File: src/rtl/rr_mux_if.sv
// Handshake bundle for rr_mux: per-channel valid/ready inputs, one valid/ready
// output, plus the mode/select controls that steer the grant.
interface rr_mux_if #(
    parameter int WIDTH    = 8,
    parameter int CHANNELS = 4
);
    localparam int SELW = $clog2(CHANNELS);

    logic                      mode;
    logic [SELW-1:0]           sel;
    logic [CHANNELS*WIDTH-1:0] in_data;
    logic [CHANNELS-1:0]       in_valid;
    logic [CHANNELS-1:0]       in_ready;
    logic [WIDTH-1:0]          out_data;
    logic [SELW-1:0]           out_chan;
    logic                      out_valid;
    logic                      out_ready;

    // Producer/consumer side (drives channel inputs and accepts the output)
    modport master (
        output mode, sel, in_data, in_valid, out_ready,
        input  in_ready, out_data, out_chan, out_valid
    );

    // Mux side
    modport slave (
        input  mode, sel, in_data, in_valid, out_ready,
        output in_ready, out_data, out_chan, out_valid
    );
endinterface

File: src/rtl/rr_mux.sv
// N-channel registered mux with fixed-select and round-robin grant modes.
// One output register stage; grant is combinational from inputs and ptr.
module rr_mux #(
    parameter int WIDTH    = 8,
    parameter int CHANNELS = 4,
    localparam int SELW    = $clog2(CHANNELS)
) (
    input logic    clk,
    input logic    rst_n,
    rr_mux_if.slave bus
);
    typedef enum logic {EMPTY, FULL} state_t;

    state_t          state, state_nxt;
    logic [SELW-1:0] ptr, ptr_nxt;
    logic [SELW-1:0] chan_q, chan_nxt;
    logic [WIDTH-1:0] data_q, data_nxt;
    logic [SELW-1:0] gnt_idx;
    logic            gnt_vld;
    logic            load;
    logic            xfer;
    int              rr_idx;

    // Grant selection: fixed channel, or first valid channel at/after ptr
    always_comb begin
        gnt_vld = 1'b0;
        gnt_idx = '0;
        rr_idx  = 0;
        if (!bus.mode) begin
            // sel may exceed the channel count when CHANNELS is not a power of two
            if (int'(bus.sel) < CHANNELS && bus.in_valid[bus.sel]) begin
                gnt_vld = 1'b1;
                gnt_idx = bus.sel;
            end
        end else begin
            for (int k = 0; k < CHANNELS; k++) begin
                // ptr is always < CHANNELS, so one conditional subtract wraps it
                rr_idx = int'(ptr) + k;
                if (rr_idx >= CHANNELS) rr_idx = rr_idx - CHANNELS;
                if (!gnt_vld && bus.in_valid[rr_idx]) begin
                    gnt_vld = 1'b1;
                    gnt_idx = SELW'(rr_idx);
                end
            end
        end
    end

    // Register can accept when empty or being drained; nothing accepted in reset
    assign load = rst_n && (state == EMPTY || bus.out_ready);
    assign xfer = gnt_vld && load;

    // Only the granted channel sees ready
    always_comb begin
        bus.in_ready = '0;
        if (xfer) bus.in_ready[gnt_idx] = 1'b1;
    end

    // Next-state: capture on transfer, empty on drain without refill
    always_comb begin
        state_nxt = state;
        data_nxt  = data_q;
        chan_nxt  = chan_q;
        ptr_nxt   = ptr;
        if (xfer) begin
            state_nxt = FULL;
            data_nxt  = bus.in_data[int'(gnt_idx)*WIDTH +: WIDTH];
            chan_nxt  = gnt_idx;
            if (bus.mode)
                ptr_nxt = (int'(gnt_idx) == CHANNELS-1) ? '0 : gnt_idx + 1'b1;
        end else if (state == FULL && bus.out_ready) begin
            state_nxt = EMPTY;
        end
    end

    // State, output word and round-robin pointer registers
    always_ff @(posedge clk or negedge rst_n) begin
        if (!rst_n) begin
            state  <= EMPTY;
            data_q <= '0;
            chan_q <= '0;
            ptr    <= '0;
        end else begin
            state  <= state_nxt;
            data_q <= data_nxt;
            chan_q <= chan_nxt;
            ptr    <= ptr_nxt;
        end
    end

    assign bus.out_valid = (state == FULL);
    assign bus.out_data  = data_q;
    assign bus.out_chan  = chan_q;
endmodule

File: src/flat_wrapper.sv
// flat-port wrapper written by rule: the top's interface ports become plain ports
module rr_mux_flat 
#(
    parameter int WIDTH    = 8,
    parameter int CHANNELS = 4,
    localparam int SELW    = $clog2(CHANNELS)
)
  (clk, rst_n, bus_mode, bus_sel, bus_in_data, bus_in_valid, bus_out_ready, bus_in_ready, bus_out_data, bus_out_chan, bus_out_valid);
  rr_mux_if #(.WIDTH(WIDTH), .CHANNELS(CHANNELS)) bus_i ();
  input logic clk;
  input logic rst_n;
  input wire logic [$bits(bus_i.mode)-1:0] bus_mode;
  input wire logic [$bits(bus_i.sel)-1:0] bus_sel;
  input wire logic [$bits(bus_i.in_data)-1:0] bus_in_data;
  input wire logic [$bits(bus_i.in_valid)-1:0] bus_in_valid;
  input wire logic [$bits(bus_i.out_ready)-1:0] bus_out_ready;
  output wire logic [$bits(bus_i.in_ready)-1:0] bus_in_ready;
  output wire logic [$bits(bus_i.out_data)-1:0] bus_out_data;
  output wire logic [$bits(bus_i.out_chan)-1:0] bus_out_chan;
  output wire logic [$bits(bus_i.out_valid)-1:0] bus_out_valid;
  assign bus_i.mode = bus_mode;
  assign bus_i.sel = bus_sel;
  assign bus_i.in_data = bus_in_data;
  assign bus_i.in_valid = bus_in_valid;
  assign bus_i.out_ready = bus_out_ready;
  assign bus_in_ready = bus_i.in_ready;
  assign bus_out_data = bus_i.out_data;
  assign bus_out_chan = bus_i.out_chan;
  assign bus_out_valid = bus_i.out_valid;
  rr_mux #(.WIDTH(WIDTH), .CHANNELS(CHANNELS)) u_core (.clk(clk), .rst_n(rst_n), .bus(bus_i));
endmodule
File: config.mk
export PLATFORM = sky130hd
export DESIGN_NAME = rr_mux_flat
export DESIGN_NICKNAME = d
export VERILOG_FILES = /design/src/rtl/rr_mux_if.sv /design/src/rtl/rr_mux.sv /design/src/flat_wrapper.sv
export SDC_FILE = /design/constraint.sdc
export NUM_CORES = 1
export LEC_CHECK = 0
export BUFFER_PORTS_ARGS = -buffer_cell sky130_fd_sc_hd__buf_2
export CORE_MARGIN = 3
export CORE_UTILIZATION = 51
export DETAILED_ROUTE_END_ITERATION = 10
export PLACE_DENSITY = 0.83
export SETUP_SLACK_MARGIN = 0.05
export SYNTH_ARGS = -nofsm -noshare
export SYNTH_HDL_FRONTEND = slang
export SYNTH_SLANG_ARGS = --single-unit
export TNS_END_PERCENT = 5
File: constraint.sdc
create_clock -name clk -period 5.8 [get_ports clk]
set_clock_uncertainty 0.15 [all_clocks]
set_input_delay 0.29 -clock clk [delete_from_list [all_inputs] [get_ports clk]]
set_output_delay 0.29 -clock clk [all_outputs]
set_load 0.02 [all_outputs]
==> impl_metrics.csv <==
group,metric,value,unit
worst_setup_path,path_cells,"buf_2, nand2b_1, or2_1, o21ai_1, ha_1, and2_1, buf_2",
run_status,outcome,"finished, final reports clean",
timing,maxSlewHeadroom,46.2,%
floorplan,die_w,62.2,um
synthesis,synthXorXnorAreaFrac,0,%
clock_tree,htreeDepth,1,
global_routing,grt_max_degree,38,
floorplan,io_pins,57,
worst_setup_path,critPathRequiredTime,5.36,ns
timing,fin_crit,3.11,ns
synthesis,syn-cell-area,0.00161,sq mm
worst_setup_path,cpMostUsedCell,"buf_2",
clock_tree,clock_sinks,13,
global_routing,grt_first_pass_wirelength,7050,um
detailed_routing,vias,1669,
global_routing,grt_usage,21.1,%
final_layout,area_delta_synth_final,14.9,%
synthesis,synth_top_family_by_area,"compound AO/OA/AOI/OAI gates",
synthesis,synth_top_cell_by_area,"dfrtp_1",
place,place.port_buffers,56,
worst_setup_path,slowest_delay,0.56,ns
power,finalPower,0.000500,W
synthesis,yosys.area_share.simple,18.6,%
clock_tree,cts.clk_slew.worst_paths,0.07,ns
synthesis,muxShareOfSynthArea,3.49,%
synthesis,yosysWarnings,0,
place,placed_area,0.00182,sq mm
detailed_routing,drtIter0Drc,132,
timing,setup_violations,0,
power,ir_drop,188,uV
timing,slew_viol_final,0,
clock_tree,cts_made_buffers,3,
detailed_routing,drt-total-wl,4140,um
synthesis,synth_edf_count,0,
final_layout,fin_nets,284,
timing,rsz0062_at_grt,"no",
timing,final-hold-violation-count,0,
detailed_routing,drt_drc_violations_left,0,
worst_setup_path,critical_path_class,"primary input to output pin",
detailed_routing,firstDrtPassIters,4,
place,gp_congestion,0.866,
synthesis,syn_nets,241,
synthesis,syn_area_per_cell,8.26,sq um
detailed_routing,ant_nets,0,
synthesis,ys_seq_elements,13,
synthesis,synth_cells,195,
global_routing,antenna_found_initial,0,
global_routing,grt_pass1_vias,1523,
floorplan,core_area,0.00288,sq mm
final_layout,drive_gt1_share,32.1,%
synthesis,yosys-top-cells-area,"dfrtp_1 20%, o2111a_1 11%, o32ai_1 8.7%",
worst_hold_path,hp-class,"primary input to register",
worst_setup_path,crit_arrival,2.67,ns
synthesis,synth_compound_area_share,41.8,%
final_layout,n_antenna_cell,0,
timing,finalCritPeriodShare,53.6,%
final_layout,final_area,0.00185,sq mm
timing,max_freq,0.322,GHz
worst_setup_path,end_kind,"output pin",
final_layout,n_fill_cell,282,
synthesis,synth_adder_area_share,3.11,%
synthesis,synth_flop_cell,"dfrtp_1",
global_routing,gr-total-overflow,0,
worst_setup_path,cp_max_fo,37,
floorplan,rows,19,
detailed_routing,wl_per_cell,14.9,um
synthesis,synthArstFlopShare,100,%
clock_tree,clk_path_buf_depth,2,
power,p_per_area,270,mW/mm^2
floorplan,initial_core_util,56.0,%
clock_tree,cts-root-buf,"clkbuf_4",
timing,fin_setup_tns,0,ns
floorplan,dieArea,0.00387,sq mm
synthesis,synth_cell_types,38,
worst_setup_path,start_kind,"primary input",
timing,max_slew.worst_pin.slew,0.792,ns
synthesis,synth_top_area_share,20.2,%
clock_tree,cts_tree,"done",
synthesis,ys_seq_area_share,20.2,%
clock_tree,clock_latency,0.26,ns
power,p_leak,0.862,nW
job,drv_cap,0,
floorplan,dieHeight,62.2,um
detailed_routing,avgViaCountPerCell,5.98,
worst_setup_path,crit_slowest_cell,"nand2b_1",
place,post-dp-hpwl,3050,um
[per-stage QoR]
stage / hold slack (ns) / util [%] / setup WS, ns / cells
floorplan: -0.156 / - / 3.68 / 195
global placement: 0.0445 / 63.1 / 2.79 / 274
detailed placement: 0.0441 / 63.1 / 2.73 / 274
CTS: 0.168 / 64.4 / 2.73 / 279
global route: 0.185 / 64.4 / 2.45 / 279
finish: 0.179 / 64.4 / 2.69 / 279
[worst max-delay path: cells and delay by family]
family	cells	cell delay (ns)
AND/OR/NAND/NOR	3	1.24
buffers and inverters	2	0.64
AO/OA/AOI/OAI	1	0.24
adder cells (fa/ha/maj)	1	0.24
[final timing paths]
path                                                    startpoint                                 end  slack [ns]  cells past startpoint
worst max register to register           u_core.ptr[1]$_DFFE_PN0P_           u_core.ptr[1]$_DFFE_PN0P_        3.30                      6
worst min register to register  u_core.bus.out_chan[0]$_DFFE_PN0P_  u_core.bus.out_chan[0]$_DFFE_PN0P_        0.33                      2
max in group asynchronous                                    rst_n           u_core.ptr[0]$_DFFE_PN0P_        4.98                      2
min in group asynchronous                                    rst_n  u_core.bus.out_data[4]$_DFFE_PN0P_        0.29                      2
worst max-delay path                                      bus_mode                     bus_in_ready[2]        2.69                      7
worst min-delay path                                 bus_out_ready    u_core.bus.out_valid$_DFFE_PN0P_        0.18                      3
[layer usage]
layer / GRT usage, % / share of wire, % / vias up
li1: - / - / 841
met1: 31.8 / 46 / 778
met2: 34.0 / 48 / 48
met3: 1.08 / 5.8 / 2
met4: 3.31 / 0.48 / 0
met5: 0 / 0 / -
[cell type report]
class                           instances  area [sq um]  share of cell area (%)
Tap cell                               42          52.6                    2.84
Inverter                               19          71.3                    3.85
Multi-Input combinational cell        143          1080                    58.2
Timing Repair Buffer                   58           298                    16.1
Sequential cell                        13           325                    17.6
Clock buffer                            4          26.3                    1.42
[flip-flops by register name, indices dropped and copies added (netlist names)]
name and count:
u_core.ptr 2, u_core.bus.out_data 8, u_core.bus.out_chan 2, u_core.bus.out_valid 1
[kinds of logic after synthesis]
logic type      count (synthesis)
flops                          13
mux                             5
compound gates                 83
fa+ha+maj                       4
buf+inv                        39
simple gates                   51
[cells in the mapped netlist, types with 3 or more instances]
cell	number
a21oi_1	17
and2_1	4
buf_2	4
buf_6	7
clkbuf_1	7
dfrtp_1	13
ha_1	4
inv_1	18
nand2_1	14
nand2_2	3
nand2b_1	4
nor3_1	11
nor3_2	5
o2111a_1	16
o21ai_0	17
o221ai_1	9
o32ai_1	16
[cells in the final DEF, fill, tap and decap left out, types with 2 or more instances in the layout]
master,n
o221ai_1,9
nand2b_1,4
mux2_1,2
o32ai_1,16
nor3_1,11
o21ai_1,2
mux2i_1,2
buf_2,56
inv_1,18
nor3_2,5
nand2_1,14
nand2_2,3
o21ai_0,17
clkbuf_4,3
or2_1,2
and2_1,4
a21oi_1,17
o2111a_1,16
nor2_1,2
ha_1,4
dfrtp_1,13
[power breakdown]
group	internal [W]	switching, W	total (W)	leakage, nW
clock network	0.0000266	0.0000254	0.0000519	0.0150
logic	0.000117	0.000181	0.000298	0.687
registers	0.000124	0.0000258	0.000150	0.160
[repair_timing]
item	CTS	global route
hold buffers	1	0
endpoints found under the hold margin	13	0
buffers inserted	0	0
gates resized for setup	0	0
No activity file was read; power rests on OpenSTA's default activity.
